--- src/rtl/tcdm_rsp_pkg.sv ---
// Shared definitions for the TCDM response-return path.
//  - idx_width(): master index width, at least 1 bit
//  - cnt_width(): outstanding counter width (must hold 0..depth)
//  - err_cause_e: classification of protocol errors feeding err_o
package tcdm_rsp_pkg;

   function automatic int unsigned idx_width(input int unsigned n);
      return (n > 1) ? $clog2(n) : 1;
   endfunction

   function automatic int unsigned cnt_width(input int unsigned depth);
      return $clog2(depth) + 1;
   endfunction

   typedef enum logic [1:0] {
      ERR_NONE      = 2'd0,
      ERR_OVERFLOW  = 2'd1,
      ERR_UNDERFLOW = 2'd2,
      ERR_BAD_IDX   = 2'd3
   } err_cause_e;

endpackage

--- src/rtl/tcdm_idx_fifo.sv ---
// In-order FIFO of granted master indices.
// Ports:
//   clk_i, rst_ni      clock, asynchronous active-low reset
//   push_i / data_i    write an index (ignored when full unless popping)
//   pop_i  / data_o    retire the head entry (ignored when empty)
//   full_o, empty_o    derived from the registered count
//   cnt_o              number of stored entries
// Depth must be a power of two so the pointers wrap for free.
module tcdm_idx_fifo import tcdm_rsp_pkg::*; #(
   parameter int unsigned Depth = 4,
   parameter int unsigned Width = 2
) (
   input  logic                     clk_i,
   input  logic                     rst_ni,
   input  logic                     push_i,
   input  logic [Width-1:0]         data_i,
   input  logic                     pop_i,
   output logic [Width-1:0]         data_o,
   output logic                     full_o,
   output logic                     empty_o,
   output logic [$clog2(Depth):0]   cnt_o
);

   localparam int unsigned PtrW = $clog2(Depth);
   localparam int unsigned CntW = cnt_width(Depth);

   logic [Width-1:0] mem_q [Depth];
   logic [PtrW-1:0]  wptr_q, wptr_d, rptr_q, rptr_d;
   logic [CntW-1:0]  cnt_q, cnt_d;
   logic             do_push, do_pop;

   assign full_o  = (cnt_q == CntW'(Depth));
   assign empty_o = (cnt_q == '0);
   assign cnt_o   = cnt_q;
   assign data_o  = mem_q[rptr_q];

   // A pop in the same cycle frees the slot, so a push into a full FIFO is
   // still accepted then.
   assign do_pop  = pop_i & ~empty_o;
   assign do_push = push_i & (~full_o | do_pop);

   always_comb begin
      wptr_d = wptr_q + PtrW'(do_push);
      rptr_d = rptr_q + PtrW'(do_pop);
      cnt_d  = cnt_q;
      if (do_push && !do_pop) cnt_d = cnt_q + 1'b1;
      if (!do_push && do_pop) cnt_d = cnt_q - 1'b1;
   end

   always_ff @(posedge clk_i or negedge rst_ni) begin
      if (!rst_ni) begin
         wptr_q <= '0;
         rptr_q <= '0;
         cnt_q  <= '0;
      end else begin
         wptr_q <= wptr_d;
         rptr_q <= rptr_d;
         cnt_q  <= cnt_d;
      end
   end

   // Storage needs no reset: only entries below cnt_q are ever read out.
   always_ff @(posedge clk_i) begin
      if (do_push) mem_q[wptr_q] <= data_i;
   end

endmodule

--- src/rtl/tcdm_rsp_return.sv ---
// Response-return path for a round-robin TCDM arbitration tree.
// Every grant pushes the master index into an in-order FIFO; every slave
// response pops the head and is steered back to that master.
// Ports:
//   clk_i, rst_ni            clock, asynchronous active-low reset
//   req_fire_i, req_idx_i    arbiter handshake and granted master index
//   rsp_valid_i, rsp_data_i  slave response (always accepted)
//   rsp_valid_o, rsp_data_o  per-master one-hot valid and data
//   full_o, empty_o, cnt_o   outstanding-transaction status (gate gnt with ~full_o)
//   err_o                    sticky overflow / underflow / bad-index error
// Build option: TCDM_RSP_REG_OUT_EN registers rsp_valid_o/rsp_data_o
// (one cycle latency, unselected masters hold their data). Otherwise the
// outputs are combinational and rsp_data_i is broadcast to all masters.
module tcdm_rsp_return import tcdm_rsp_pkg::*; #(
   parameter  int unsigned NumReq         = 32,
   parameter  int unsigned DataWidth      = 32,
   parameter  int unsigned MaxOutstanding = 4,
   localparam int unsigned IdxWidth       = idx_width(NumReq),
   localparam int unsigned CntWidth       = cnt_width(MaxOutstanding)
) (
   input  logic                             clk_i,
   input  logic                             rst_ni,
   input  logic                             req_fire_i,
   input  logic [IdxWidth-1:0]              req_idx_i,
   input  logic                             rsp_valid_i,
   input  logic [DataWidth-1:0]             rsp_data_i,
   output logic [NumReq-1:0]                rsp_valid_o,
   output logic [NumReq-1:0][DataWidth-1:0] rsp_data_o,
   output logic                             full_o,
   output logic                             empty_o,
   output logic [CntWidth-1:0]              cnt_o,
   output logic                             err_o
);

   logic [IdxWidth-1:0] head_idx;
   logic                fifo_full, fifo_empty;
   logic                pop_ok, idx_bad;
   logic [NumReq-1:0]   rsp_sel;
   err_cause_e          err_cause;
   logic                err_q, err_d;

   tcdm_idx_fifo #(
      .Depth (MaxOutstanding),
      .Width (IdxWidth)
   ) i_fifo (
      .clk_i   (clk_i),
      .rst_ni  (rst_ni),
      .push_i  (req_fire_i),
      .data_i  (req_idx_i),
      .pop_i   (rsp_valid_i),
      .data_o  (head_idx),
      .full_o  (fifo_full),
      .empty_o (fifo_empty),
      .cnt_o   (cnt_o)
   );

   assign full_o  = fifo_full;
   assign empty_o = fifo_empty;
   // No fall-through: a same-cycle push never satisfies a response.
   assign pop_ok  = rsp_valid_i & ~fifo_empty;

   // Out-of-range indices are only representable when NumReq is not a power of two.
   if (NumReq == (1 << IdxWidth)) begin : g_idx_full_range
      assign idx_bad = 1'b0;
   end else begin : g_idx_range_chk
      assign idx_bad = (head_idx >= IdxWidth'(NumReq));
   end

   always_comb begin
      rsp_sel = '0;
      for (int i = 0; i < NumReq; i++) begin
         rsp_sel[i] = pop_ok & ~idx_bad & (head_idx == IdxWidth'(i));
      end
   end

   // Overflow needs a full FIFO and underflow an empty one, and a bad index
   // needs a pop, so the causes are mutually exclusive.
   always_comb begin
      err_cause = ERR_NONE;
      if (req_fire_i && fifo_full && !pop_ok) err_cause = ERR_OVERFLOW;
      else if (rsp_valid_i && fifo_empty)     err_cause = ERR_UNDERFLOW;
      else if (pop_ok && idx_bad)             err_cause = ERR_BAD_IDX;
      err_d = err_q | (err_cause != ERR_NONE);
   end

   always_ff @(posedge clk_i or negedge rst_ni) begin
      if (!rst_ni) err_q <= 1'b0;
      else         err_q <= err_d;
   end
   assign err_o = err_q;

`ifdef TCDM_RSP_REG_OUT_EN
   logic [NumReq-1:0]                rsp_valid_q;
   logic [NumReq-1:0][DataWidth-1:0] rsp_data_q;

   always_ff @(posedge clk_i or negedge rst_ni) begin
      if (!rst_ni) begin
         rsp_valid_q <= '0;
         rsp_data_q  <= '0;
      end else begin
         rsp_valid_q <= rsp_sel;
         for (int i = 0; i < NumReq; i++) begin
            if (rsp_sel[i]) rsp_data_q[i] <= rsp_data_i;
         end
      end
   end

   assign rsp_valid_o = rsp_valid_q;
   assign rsp_data_o  = rsp_data_q;
`else
   assign rsp_valid_o = rsp_sel;
   assign rsp_data_o  = {NumReq{rsp_data_i}};
`endif

   a_cnt_bound : assert property (@(posedge clk_i) disable iff (!rst_ni)
      cnt_o <= CntWidth'(MaxOutstanding));

endmodule

--- config.mk ---
export PLATFORM = sky130hd
export DESIGN_NAME = tcdm_rsp_return
export DESIGN_NICKNAME = d
export VERILOG_FILES = /design/src/rtl/tcdm_rsp_pkg.sv /design/src/rtl/tcdm_idx_fifo.sv /design/src/rtl/tcdm_rsp_return.sv
export SDC_FILE = /design/constraint.sdc
export NUM_CORES = 1
export LEC_CHECK = 0
export BUFFER_PORTS_ARGS = -buffer_cell sky130_fd_sc_hd__buf_2
export CORE_AREA = 10 10 417 419
export DETAILED_ROUTE_END_ITERATION = 6
export DIE_AREA = 0 0 427 429
export GPL_ROUTABILITY_DRIVEN = 0
export SYNTH_ARGS = -nofsm -noshare
export SYNTH_HDL_FRONTEND = slang
export SYNTH_SLANG_ARGS = --single-unit
--- constraint.sdc ---
create_clock -name clk_i -period 3 [get_ports clk_i]
set_input_delay 0.15 -clock clk_i [delete_from_list [all_inputs] [get_ports clk_i]]
set_output_delay 0.15 -clock clk_i [all_outputs]
set_load 0.1 [all_outputs]
==> report_table.html <==
<table>
<tr><th>Metric</th><th>Value</th></tr>
<tr><th colspan="2">Finish</th></tr>
<tr><td>Most common cell after layout, fill and taps aside</td><td>sky130_fd_sc_hd__buf_2</td></tr>
<tr><td>Share of layout cells above drive strength 1</td><td>0.553</td></tr>
<tr><td>Area taken by flip-flops and latches</td><td>801 um2</td></tr>
<tr><td>Final cell area excluding filler cells</td><td>4870 um2</td></tr>
<tr><td>Final cell utilization of the core</td><td>0.0293</td></tr>
<tr><td>Number of fill cells</td><td>19858</td></tr>
<tr><td>Area overhead of the layout relative to synthesis</td><td>-47.1%</td></tr>
<tr><td>Final cell count without fillers</td><td>2392</td></tr>
<tr><td>Number of nets in the layout</td><td>233</td></tr>
<tr><td>Commonest non-fill, non-tap cells in the layout</td><td>sky130_fd_sc_hd__buf_2 (43), sky130_fd_sc_hd__nor2_2 (20), sky130_fd_sc_hd__edfxtp_1 (20)</td></tr>
<tr><td>Antenna cells</td><td>0</td></tr>
<tr><td>Area of the multi-input gates</td><td>803 um2</td></tr>
<tr><th colspan="2">Yosys</th></tr>
<tr><td>Post-synthesis sequential element count</td><td>28</td></tr>
<tr><td>Syn Area/Cell</td><td>7.94 um2</td></tr>
<tr><td>Cell area after technology mapping</td><td>9200 um2</td></tr>
<tr><td>Net count after synthesis</td><td>1202</td></tr>
<tr><td>Number of unique standard cell types used by synthesis</td><td>37</td></tr>
<tr><td>Yosys warning count</td><td>0</td></tr>
<tr><td>Portion of the post-synthesis area used by sequential elements</td><td>0.0870</td></tr>
<tr><td>Cell count after synthesis</td><td>1158</td></tr>
<tr><th colspan="2">Clock tree</th></tr>
<tr><td>Max Buffers Root-to-Sink</td><td>2</td></tr>
<tr><td>Post-CTS Setup Repair Bufs</td><td>0</td></tr>
<tr><td>Htree depth</td><td>1</td></tr>
<tr><td>Clock insertion delay at the later pin of the skew report</td><td>0.29 ns</td></tr>
<tr><td>Clock transition at the registers of the reported paths</td><td>0.09 ns</td></tr>
<tr><td>Buffer cell driving the clock tree root</td><td>sky130_fd_sc_hd__clkbuf_16</td></tr>
<tr><td>Clock tree from TritonCTS</td><td>done</td></tr>
<tr><td>Clock sink total</td><td>28</td></tr>
<tr><td>Number of CTS-inserted buffers</td><td>3</td></tr>
<tr><th colspan="2">Global route</th></tr>
<tr><td>Global-route wire length before repair</td><td>30600 um</td></tr>
<tr><td>Gr usage total</td><td>0.0253</td></tr>
<tr><td>Maximum number of pins on one net before global-route repair</td><td>33</td></tr>
<tr><td>Number of global-route vias before repair</td><td>2292</td></tr>
<tr><td>Antenna violations before repair</td><td>1</td></tr>
<tr><td>Total global routing overflow</td><td>0</td></tr>
<tr><th colspan="2">Worst setup path</th></tr>
<tr><td>Worst-case reg-to-reg path depth</td><td>5</td></tr>
<tr><td>Startpoint type of the worst setup path</td><td>flip-flop</td></tr>
<tr><td>Register-to-register setup slack</td><td>0.80 ns</td></tr>
<tr><td>Required @ worst endpoint</td><td>2.85 ns</td></tr>
<tr><td>Element type at the critical path end</td><td>output pin</td></tr>
<tr><td>Worst Path Class, Setup</td><td>flip-flop to output pin</td></tr>
<tr><td>Critical Path AT</td><td>2.70 ns</td></tr>
<tr><td>Reg-to-Reg End</td><td>i_fifo.mem_q[1][0]</td></tr>
<tr><td>Start of the worst register-to-register path</td><td>i_fifo.cnt_o[2]</td></tr>
<tr><td>Crit Path Max Fanout</td><td>8</td></tr>
<tr><th colspan="2">Timing</th></tr>
<tr><td>Final-layout setup total negative slack</td><td>0 ns</td></tr>
<tr><td>Final min period</td><td>2.85 ns</td></tr>
<tr><td>Share of the cycle needed by the critical path after routing</td><td>0.952</td></tr>
<tr><td>Number of max-slew violations in the final report</td><td>0</td></tr>
<tr><td>RSZ-0062 raised after global routing</td><td>no</td></tr>
<tr><td>Skew final</td><td>0.0222 ns</td></tr>
<tr><td>Setup ws final</td><td>0.145 ns</td></tr>
<tr><td>Final hold slack</td><td>0.0771 ns</td></tr>
<tr><td>Relative slew slack</td><td>0.387</td></tr>
<tr><td>Worst Tran Pin Value</td><td>0.917 ns</td></tr>
<tr><td>Number of setup violations in the final report</td><td>0</td></tr>
<tr><td>Final Hold Fails</td><td>0</td></tr>
<tr><td>Max Clk Rate</td><td>0.350 GHz</td></tr>
<tr><th colspan="2">Floorplanning</th></tr>
<tr><td>I/O Pins</td><td>1103</td></tr>
<tr><td>Initial core utilization</td><td>0.0555</td></tr>
<tr><td>Horiz. Die Dim</td><td>427 um</td></tr>
<tr><td>Core region area</td><td>166000 um2</td></tr>
<tr><td>Area enclosed by the die boundary</td><td>183000 um2</td></tr>
<tr><td>Row Count</td><td>150</td></tr>
<tr><td>Die outline height</td><td>429 um</td></tr>
<tr><th colspan="2">Power and ir drop</th></tr>
<tr><td>Leakage dissipation</td><td>0.946 nW</td></tr>
<tr><td>P per Cell Area</td><td>576 nW/um2</td></tr>
<tr><td>Power share of the combinational group</td><td>0.634</td></tr>
<tr><td>Flop pwr share</td><td>0.215</td></tr>
<tr><td>Total internal power</td><td>1.22 mW</td></tr>
<tr><td>Overall power after layout</td><td>2.80 mW</td></tr>
<tr><td>Switching Share</td><td>0.566</td></tr>
<tr><td>IR drop worst, VDD</td><td>0.687 mV</td></tr>
<tr><td>Clk network pwr share</td><td>0.152</td></tr>
<tr><td>Sw power</td><td>1.59 mW</td></tr>
<tr><th colspan="2">Worst hold path</th></tr>
<tr><td>Endpoint, Worst Hold</td><td>i_fifo.mem_q[0][2]</td></tr>
<tr><td>Launch instance of the worst min-delay path</td><td>req_idx_i[2]</td></tr>
<tr><td>Cell depth of the worst min-delay path</td><td>1</td></tr>
<tr><td>Hold/Removal Path Class</td><td>input port to flip-flop</td></tr>
<tr><th colspan="2">Placed design</th></tr>
<tr><td>Total of buffers placed on input and output ports</td><td>46</td></tr>
<tr><td>HPWL Detailed</td><td>21300 um</td></tr>
<tr><td>DP Area</td><td>4750 um2</td></tr>
<tr><td>Pre-CTS setup slack</td><td>0.332 ns</td></tr>
<tr><td>Cell Count Post-Placement</td><td>2387</td></tr>
<tr><th colspan="2">Routing</th></tr>
<tr><td>Via density per instance</td><td>0.913</td></tr>
<tr><td>Wire length per cell after detailed routing</td><td>10.7 um</td></tr>
<tr><td>Length of the first detailed-routing pass in iterations</td><td>4</td></tr>
<tr><td>Number of nets with antenna violations after routing</td><td>0</td></tr>
<tr><td>Violation count after the first detailed-routing iteration</td><td>135</td></tr>
<tr><td>DRC violations left</td><td>0</td></tr>
<tr><td>Total detailed-routing wirelength</td><td>25600 um</td></tr>
<tr><td>Routed vias</td><td>2185</td></tr>
<tr><th colspan="2">Status</th></tr>
<tr><td>Run status</td><td>completed</td></tr>
<tr><th colspan="2">Flow run</th></tr>
<tr><td>Max cap viols</td><td>0</td></tr>
</table>
==> per-layer routing <==
layer	global-route usage	routed length, um	up-vias
li1	-	-	597
met1	0.0106	3740	720
met2	0.0455	13400	830
met3	0.0377	7830	30
met4	0.00342	253	8
met5	0.0161	345	-
==> power by group through the flow <==
stage               logic [mW]  registers (mW)  clock network, mW
global placement          1.83           0.605                  0
detailed placement        1.84           0.613                  0
CTS                       1.85           0.605              0.450
finish                    1.78           0.602              0.426
floorplan                 7.58           0.739                  0
global route              1.91           0.617              0.462
==> layout make-up <==
class	count	share of cell area
Sequential cell	28	0.164
Inverter	7	0.00540
Tap cell	2204	0.566
Multi-Input combinational cell	90	0.165
Clock buffer	3	0.0154
Timing Repair Buffer	59	0.0771
Clock inverter	1	0.00617
==> state kept, by name (all words and copies together), names as in the netlist <==
| name | cells |
|---|---|
| err_o | 1 |
| i_fifo.rptr_q | 2 |
| i_fifo.mem_q | 20 |
| i_fifo.wptr_q | 2 |
| i_fifo.cnt_o | 3 |
==> worst max-delay path by stage <==
stage               slack [ns]  depth (start not counted)              end             start
floorplan                -0.84                          5  rsp_valid_o[22]   i_fifo.cnt_o[0]
global placement          0.35                          4  rsp_valid_o[20]  i_fifo.rptr_q[0]
CTS                       0.03                          4  rsp_valid_o[28]  i_fifo.rptr_q[0]
global route             0.009                          5  rsp_valid_o[14]  i_fifo.rptr_q[0]
finish                    0.15                          4   rsp_valid_o[3]  i_fifo.rptr_q[0]
detailed placement        0.33                          4  rsp_valid_o[20]  i_fifo.rptr_q[0]
==> worst max-delay path, stage by stage (launching register included) <==
cell and delay [ns]:
sky130_fd_sc_hd__dfrtp_1 0.53, sky130_fd_sc_hd__mux4_2 0.64, sky130_fd_sc_hd__or4_4 0.61, sky130_fd_sc_hd__nor2_2 0.17, sky130_fd_sc_hd__buf_2 0.46
==> Yosys cell counts, drive strengths merged <==
| library cell | instances | share of area |
|---|---|---|
| o221ai | 1 | 0.00095 |
| buf | 1027 | 0.84 |
| a2bb2oi | 1 | 0.00095 |
| ha | 2 | 0.0027 |
| mux4 | 5 | 0.013 |
| xor2 | 2 | 0.0019 |
| o21ai | 6 | 0.0033 |
| dfrtp | 8 | 0.022 |
| nor3 | 14 | 0.0076 |
| nor3b | 2 | 0.0016 |
| and3b | 1 | 0.00095 |
| inv | 7 | 0.0029 |
| or2 | 2 | 0.0014 |
| or4b | 2 | 0.0030 |
| o211ai | 1 | 0.00082 |
| a211oi | 1 | 0.00082 |
| nand2 | 4 | 0.0016 |
| a21oi | 1 | 0.00054 |
| nand4b | 2 | 0.0019 |
| nor2 | 24 | 0.0098 |
| a21o | 1 | 0.00082 |
| edfxtp | 20 | 0.065 |
| and3 | 1 | 0.00068 |
| or4 | 1 | 0.0012 |
| o31ai | 1 | 0.00082 |
| nand3b | 2 | 0.0016 |
| a222oi | 1 | 0.0011 |
| clkbuf | 6 | 0.0024 |
| nand2b | 7 | 0.0048 |
| o21a | 1 | 0.00082 |
| fa | 1 | 0.0022 |
| or3b | 3 | 0.0029 |
==> cells by family (layout without fill, tap and decap cells) <==
logic type | after synthesis | count (layout) | synth area share
adders and majority gates | 3 | 3 | 0.00490
xor gates and xnor gates | 2 | 2 | 0.00190
and+or+nand+nor | 65 | 65 | 0.0390
AOI/OAI and AO/OA | 15 | 15 | 0.0109
buffers and inverters | 1040 | 70 | 0.843
muxes | 5 | 5 | 0.0131
DFF | 28 | 28 | 0.0870
==> what timing repair did <==
action | in CTS | in global routing
setup endpoints to repair | 1 | 4
hold buffers | 1 | 0
endpoints found under the hold margin | 8 | 0
resized for setup | 1 | 1
Note: power is estimated with default switching activity, not from simulation.
